**src/rtl/sha3_pkg.sv**
```systemverilog
// rtl/sha3_pkg.sv - shared SHA-3 padder constants and state encoding
package sha3_pkg;

  localparam int R_BLOCK_SIZE = 1152;
  localparam int RATE_BYTES = R_BLOCK_SIZE / 8;
  localparam logic [7:0] DOMAIN_SHA3 = 8'h06;
  localparam logic [7:0] DOMAIN_KECCAK = 8'h01;

  typedef enum logic [1:0] {
    ST_FILL,
    ST_EXTRA,
    ST_HOLD
  } state_t;

endpackage

```
**src/rtl/sha3_pad_byte.sv**
```systemverilog
// rtl/sha3_pad_byte.sv - pad byte for one block position given the pad start
module sha3_pad_byte #(
  parameter int RATE_BYTES = sha3_pkg::RATE_BYTES,
  parameter logic [7:0] DOMAIN = sha3_pkg::DOMAIN_SHA3,
  parameter int CW = $clog2(RATE_BYTES)
) (
  input  logic [CW-1:0] position_i,
  input  logic [CW-1:0] cnt_i,
  input  logic          last_i,
  output logic [7:0]    pad_o
);

  // Domain byte at the pad start, 0x80 terminator in the top byte; both may coincide.
  always_comb begin
    pad_o = 8'h00;
    if (last_i) begin
      if (position_i == cnt_i) pad_o = DOMAIN;
      if (position_i == CW'(RATE_BYTES - 1)) pad_o = pad_o | 8'h80;
    end
  end

endmodule

```
**src/rtl/sha3_block_padder.sv**
```systemverilog
// rtl/sha3_block_padder.sv - byte-serial SHA-3/Keccak message padder emitting rate blocks
module sha3_block_padder #(
  parameter int R_BLOCK_SIZE = sha3_pkg::R_BLOCK_SIZE,
  parameter logic [7:0] DOMAIN = sha3_pkg::DOMAIN_SHA3
) (
  input  logic                  CLK,
  input  logic                  A_RST,
  input  logic [7:0]            DIN,
  input  logic                  DIN_VALID,
  input  logic                  DIN_LAST,
  input  logic                  DIN_NOBYTE,
  output logic                  DIN_READY,
  output logic [0:R_BLOCK_SIZE-1] BLK_OUT,
  output logic                  BLK_VALID,
  output logic                  BLK_LAST,
  input  logic                  BLK_READY
);
  import sha3_pkg::*;

  localparam int RATE_B = R_BLOCK_SIZE / 8;
  localparam int CW = $clog2(RATE_B);

  state_t state_q, state_d;
  logic [CW-1:0] cnt_q, cnt_d;
  logic last_q, last_d;
  logic pend_q, pend_d;
  logic [7:0] blk_q [RATE_B];
  logic [7:0] blk_d [RATE_B];
  logic [7:0] pad_w [RATE_B];
  logic [CW-1:0] pad_start;
  logic pad_en, wr_en, clr;
  logic at_top;

  assign at_top = (cnt_q == CW'(RATE_B - 1));

  always_comb begin
    state_d = state_q;
    cnt_d = cnt_q;
    last_d = last_q;
    pend_d = pend_q;
    pad_en = 1'b0;
    pad_start = cnt_q;
    wr_en = 1'b0;
    clr = 1'b0;
    case (state_q)
      ST_FILL: begin
        if (DIN_VALID && DIN_LAST) begin
          wr_en = !DIN_NOBYTE;
          pad_start = DIN_NOBYTE ? cnt_q : cnt_q + CW'(1);
          cnt_d = '0;
          state_d = ST_HOLD;
          // A last byte filling the top slot leaves no room for padding.
          if (!DIN_NOBYTE && at_top) begin
            pend_d = 1'b1;
            last_d = 1'b0;
          end else begin
            pad_en = 1'b1;
            last_d = 1'b1;
          end
        end else if (DIN_VALID && !DIN_NOBYTE) begin
          wr_en = 1'b1;
          if (at_top) begin
            cnt_d = '0;
            last_d = 1'b0;
            state_d = ST_HOLD;
          end else begin
            cnt_d = cnt_q + CW'(1);
          end
        end
      end
      ST_EXTRA: begin
        pad_start = '0;
        pad_en = 1'b1;
        last_d = 1'b1;
        pend_d = 1'b0;
        state_d = ST_HOLD;
      end
      ST_HOLD: begin
        if (BLK_READY) begin
          clr = 1'b1;
          last_d = 1'b0;
          state_d = pend_q ? ST_EXTRA : ST_FILL;
        end
      end
      default: state_d = ST_FILL;
    endcase
  end

  // Buffer is kept zero above CNT, so data and padding can simply be OR-ed in.
  always_comb begin
    for (int i = 0; i < RATE_B; i++) begin
      blk_d[i] = clr ? 8'h00 : blk_q[i];
      if (wr_en && cnt_q == CW'(i)) blk_d[i] = DIN;
      blk_d[i] = blk_d[i] | pad_w[i];
    end
  end

  for (genvar i = 0; i < RATE_B; i++) begin : g_byte
    sha3_pad_byte #(
      .RATE_BYTES(RATE_B),
      .DOMAIN(DOMAIN)
    ) u_pad (
      .position_i(CW'(i)),
      .cnt_i(pad_start),
      .last_i(pad_en),
      .pad_o(pad_w[i])
    );
    assign BLK_OUT[8*i +: 8] = blk_q[i];
  end

  always_ff @(posedge CLK or posedge A_RST) begin
    if (A_RST) begin
      state_q <= ST_FILL;
      cnt_q <= '0;
      last_q <= 1'b0;
      pend_q <= 1'b0;
      for (int i = 0; i < RATE_B; i++) blk_q[i] <= 8'h00;
    end else begin
      state_q <= state_d;
      cnt_q <= cnt_d;
      last_q <= last_d;
      pend_q <= pend_d;
      for (int i = 0; i < RATE_B; i++) blk_q[i] <= blk_d[i];
    end
  end

  assign DIN_READY = (state_q == ST_FILL);
  assign BLK_VALID = (state_q == ST_HOLD);
  assign BLK_LAST = last_q;

endmodule

```
**config.mk**
```make
export PLATFORM = sky130hd
export DESIGN_NAME = sha3_block_padder
export DESIGN_NICKNAME = d
export VERILOG_FILES = /design/src/rtl/sha3_pkg.sv /design/src/rtl/sha3_pad_byte.sv /design/src/rtl/sha3_block_padder.sv
export SDC_FILE = /design/constraint.sdc
export NUM_CORES = 2
export LEC_CHECK = 0
export CORE_AREA = 2 2 459 461
export CTS_CLUSTER_SIZE = 10
export DETAILED_ROUTE_END_ITERATION = 10
export DIE_AREA = 0 0 461 463
export HOLD_SLACK_MARGIN = 0.05
export PLACE_DENSITY_LB_ADDON = 0.2
export REMOVE_ABC_BUFFERS = 1
export SLEW_MARGIN = 20
export SYNTH_ARGS = -nofsm -noshare
export SYNTH_HDL_FRONTEND = slang
export SYNTH_SLANG_ARGS = --single-unit
```
**constraint.sdc**
```tcl
create_clock -name CLK -period 39.7 [get_ports CLK]
set_input_delay 9.925 -clock CLK [delete_from_list [all_inputs] [get_ports CLK]]
set_output_delay 9.925 -clock CLK [all_outputs]
set_load 0.01 [all_outputs]
```
==> summary.md <==
| Metric | Value |
|---|---|
| CP startpoint kind | primary input |
| CTS tree | done |
| Worst slew pin tran | around 1.2 ns |
| Final Max Slew Viols | 0 |
| Routed vias/inst | 4.70 |
| Routed Antenna Nets | 0 |
| Placed instance count | between 9000 and 10000 |
| Total wire length | between 200000 and 250000 µm |
| RSZ-0062 raised after global routing | false |
| Layout cell share with drive strength beyond 1 | 6.18% |
| Crit-path leading delay family | buffers and inverters |
| Tmin final | around 13 ns |
| Area Growth Syn to Fin | 38.6% |
| Vias in the first global route | between 40000 and 50000 |
| Largest family of logic cells by synthesized area | simple AND/OR/NAND/NOR gates |
| Rel. slew slack | between 15 and 20% |
| CTS resizes | 0 |
| DRC violations left | 0 |
| Top-Level Pins | between 1000 and 1500 |
| GRT Util Overall | between 20% and 30% |
| Ys async rst share | between 90% and 100% |
| Global-route wire length before repair | approximately 330000 µm |
| Worst Reg-to-Reg Cells | 8 |
| Crit path max fanout | between 150 and 200 |
| Fmax | 0.0745 GHz |
| Synth warn | 0 |
| DPL Wire Length | 152000 µm |
| Endpoints failing hold | 0 |
| Core area | approximately 210000 µm² |
| Worst-path cell chain | clkdlybuf4s50_1 > nand2_4 > buf_12 > buf_4 > buf_4 > a21oi_1 > o22ai_1 |
| Max rail drop VDD | about 0.045 mV |
| Post-Synth Adder-Cell Area | less than 1% |
| H-tree depth | 4 |
| CP Buf/Inv Count | 4 |
| Die W | around 460 µm |
| Post-synthesis compound-gate area fraction | between 15 and 20% |
| RR Startpoint | state_q[0] |
| Core Rows | roughly 170 |
| Avg Cell Area, Syn | between 8 and 9 µm² |
| DR vias | about 44000 |
| Ys flop type | dfrtp_1 |
| Post-synth EDFFs | 0 |
| Die H | around 460 µm |
| Clock buffer depth | 3 |
| Hold_buf cts | 0 |
| Crit path DAT | 14.08 ns |
| DR WL/cell | ~25 µm |
| Clk slew on worst S/H paths | around 0.050 ns |
| Max-cap viol count | 0 |
| Fraction of the cycle the final worst path needs | 33.8% |
| Mapped Cells | 5508 |
| Largest net degree at the start of global routing | 227 |
| XOR/XNOR Fraction of Synth Area | less than 1% |
| Hold path depth | 1 |
| Hold path startpoint | BLK_LAST |
| Root Driver | clkbuf_16 |
| Setup repair bufs after CTS | 0 |
| CTS Buf Count | 149 |
| Starting density of the core | approximately a quarter |
| Iteration-0 DRC Markers | roughly 3800 |
| Gr ovfl total | 0 |
| Critical path depth | 7 |
| Sequential area share after synthesis | 59.7% |
| Pwr Density | a little over 40 nW/µm² |
| Critical path startpoint | BLK_READY |
| CP Class | in -> reg |
| Min-delay worst type | reg -> reg |
| Fin nets | 6405 |
| Mapped Area | between 40000 and 50000 µm² |
| Worst skew pair latency | 0.80 ns |
| #FFs+latches synth | roughly 1200 |
| Mux contribution to synthesized area | 0.108% |
| Routability Congestion | slightly above 0.8 |
| Most Frequent Cell on Critical Path | buf_4 |
| Number of port buffers | 1168 |
| Status | completed |
| Distinct cell type count after synthesis | 59 |
| Non-Filler Instances | between 9000 and 10000 |
| DIE AREA | ~210000 µm² |
| P_leak | roughly 0.027 µW |
| Final Skew | about 0.04 ns |
| Worst hold margin | approximately 0.52 ns |
| Slowest-stage cell, CP | buf_4 |
| Drt first pass iters | 6 |
| Setup violators final | 0 |
| Initial antenna violation count | 10 |
| Simple-gate share of the synthesized area | a little under a fifth |
| Critical Path End Type | flop |
| Slowest cell delay on critical path | slightly above 0.8 ns |
| Clk sink count | about 1200 |
| Required time of the critical path | approximately 40 ns |
-- placed cells by master, fill, tap and decap left out, types with 3 or more instances in the layout --
master / n
diode_2: 4
buf_4: 92
mux2i_1: 3
o211ai_1: 9
nand4_1: 7
or3_1: 4
clkbuf_1: 45
clkdlybuf4s50_1: 1160
nor2b_1: 7
and3_1: 6
a31oi_1: 4
nor2_1: 122
a22oi_2: 4
nand3_4: 6
a21oi_1: 263
o22ai_1: 244
o22ai_2: 16
buf_6: 8
nor2_2: 32
inv_6: 4
bufinv_16: 5
clkbuf_8: 25
ha_1: 9
nor3_1: 263
clkbuf_16: 156
inv_1: 12
dfrtp_1: 1164
buf_12: 5
nand2b_1: 4
nand3_1: 15
o21ai_2: 3
o31ai_1: 6
nand2_4: 7
o221ai_1: 28
o21ai_0: 880
nand2_1: 1795
nand3_2: 10
o211ai_4: 4
-- logic make-up after synthesis --
kind of cell | after synthesis
flip-flops | 1164
AO/OA/AOI/OAI | 1482
adder cells (fa/ha/maj) | 9
multiplexers | 5
XOR/XNOR | 1
AND/OR/NAND/NOR | 2290
buffers and inverters | 557
-- per-stage QoR --
step / power [µW] / cell area [µm²] / setup WS, ns / util [%] / setup TNS, ns
floorplan: 1350 / 46700 / -3.01 / - / -3504.65
global placement: 1480 / 62900 / 25.68 / 30.2 / 0
detailed placement: 1490 / 62900 / 25.60 / 30.2 / 0
CTS: 2840 / 67600 / 26.49 / 32.4 / 0
global route: 2900 / 67700 / 26.03 / 32.5 / 0
finish: 2800 / 67700 / 26.27 / 32.5 / 0
-- Yosys cell counts (2+ instances only) --
library cell  count  share of area (%)
inv_1            13               0.10
o21ai_0         880                9.0
ha_1              9               0.23
buf_1             6              0.046
clkbuf_1        495                3.8
nor2_1          154                1.2
nand3_1          27               0.28
dfrtp_1        1164                 60
o22ai_1         244                3.1
nand4_1           7              0.090
a21oi_1         263                2.7
o21ai_2           4              0.072
a22oi_1           2              0.031
o31ai_1           6              0.092
nand2_1        1802                 14
nor2b_1           7              0.090
o41ai_1           2              0.036
o211ai_1          9               0.14
nand3b_1          2              0.031
or3_1             4              0.051
a31oi_1           4              0.051
clkbuf_2          2              0.021
nand3_2           4              0.082
o211ai_4          4               0.17
a22oi_2           4               0.10
buf_2            30               0.31
buf_6             4              0.092
buf_4             7               0.11
a2111oi_0         2              0.036
nor3_1          263                2.7
nand2b_1          6              0.077
mux2_2            2              0.046
mux2i_1           3              0.062
o22ai_2          16               0.41
o221ai_1         28               0.50
and3_1            6              0.077
-- power by group --
group / switching, µW / internal [µW] / total [µW]
logic: 213 / 40.5 / 253
clock network: 548 / 791 / 1340
registers: 9.77 / 1200 / 1210
total: 771 / 2030 / 2800
-- layout make-up --
cell class                      instances  area (µm²)
Inverter                               13        56.3
Clock inverter                         16         303
Timing Repair Buffer                 1267       12500
Antenna cell                            4        10.0
Multi-Input combinational cell       3787       17800
Fill cell                           21606      141000
Tap cell                             2805        3510
Sequential cell                      1164       29100
Clock buffer                          224        4390
-- final timing paths --
path	end	slack, ns
max in group asynchronous	BLK_OUT[1032]	27.06
setup / recovery	BLK_OUT[246]	26.27
hold / removal	BLK_LAST	0.52
hold reg to reg	BLK_LAST	0.52
setup reg to reg	BLK_OUT[246]	35.17
min in group asynchronous	BLK_OUT[953]	9.77
-- routing by layer --
| layer | up-vias | wire length (µm) | GRT usage [%] | share of wire [%] |
|---|---|---|---|---|
| met3 | 287 | 20900 | 6.84 | 9.0 |
| met5 | - | 35 | 0 | 0.015 |
| met2 | 1635 | 106000 | 33.3 | 46 |
| met4 | 6 | 7110 | 6.91 | 3.1 |
| li1 | 20197 | - | - | - |
| met1 | 21496 | 97300 | 27.1 | 42 |
-- flip-flops by register name (all words and copies together) (netlist names) --
name / flops
BLK_LAST: 1
state_q: 2
BLK_OUT: 1152
pend_q: 1
cnt_q: 8
(Power assumes the default switching activity.)
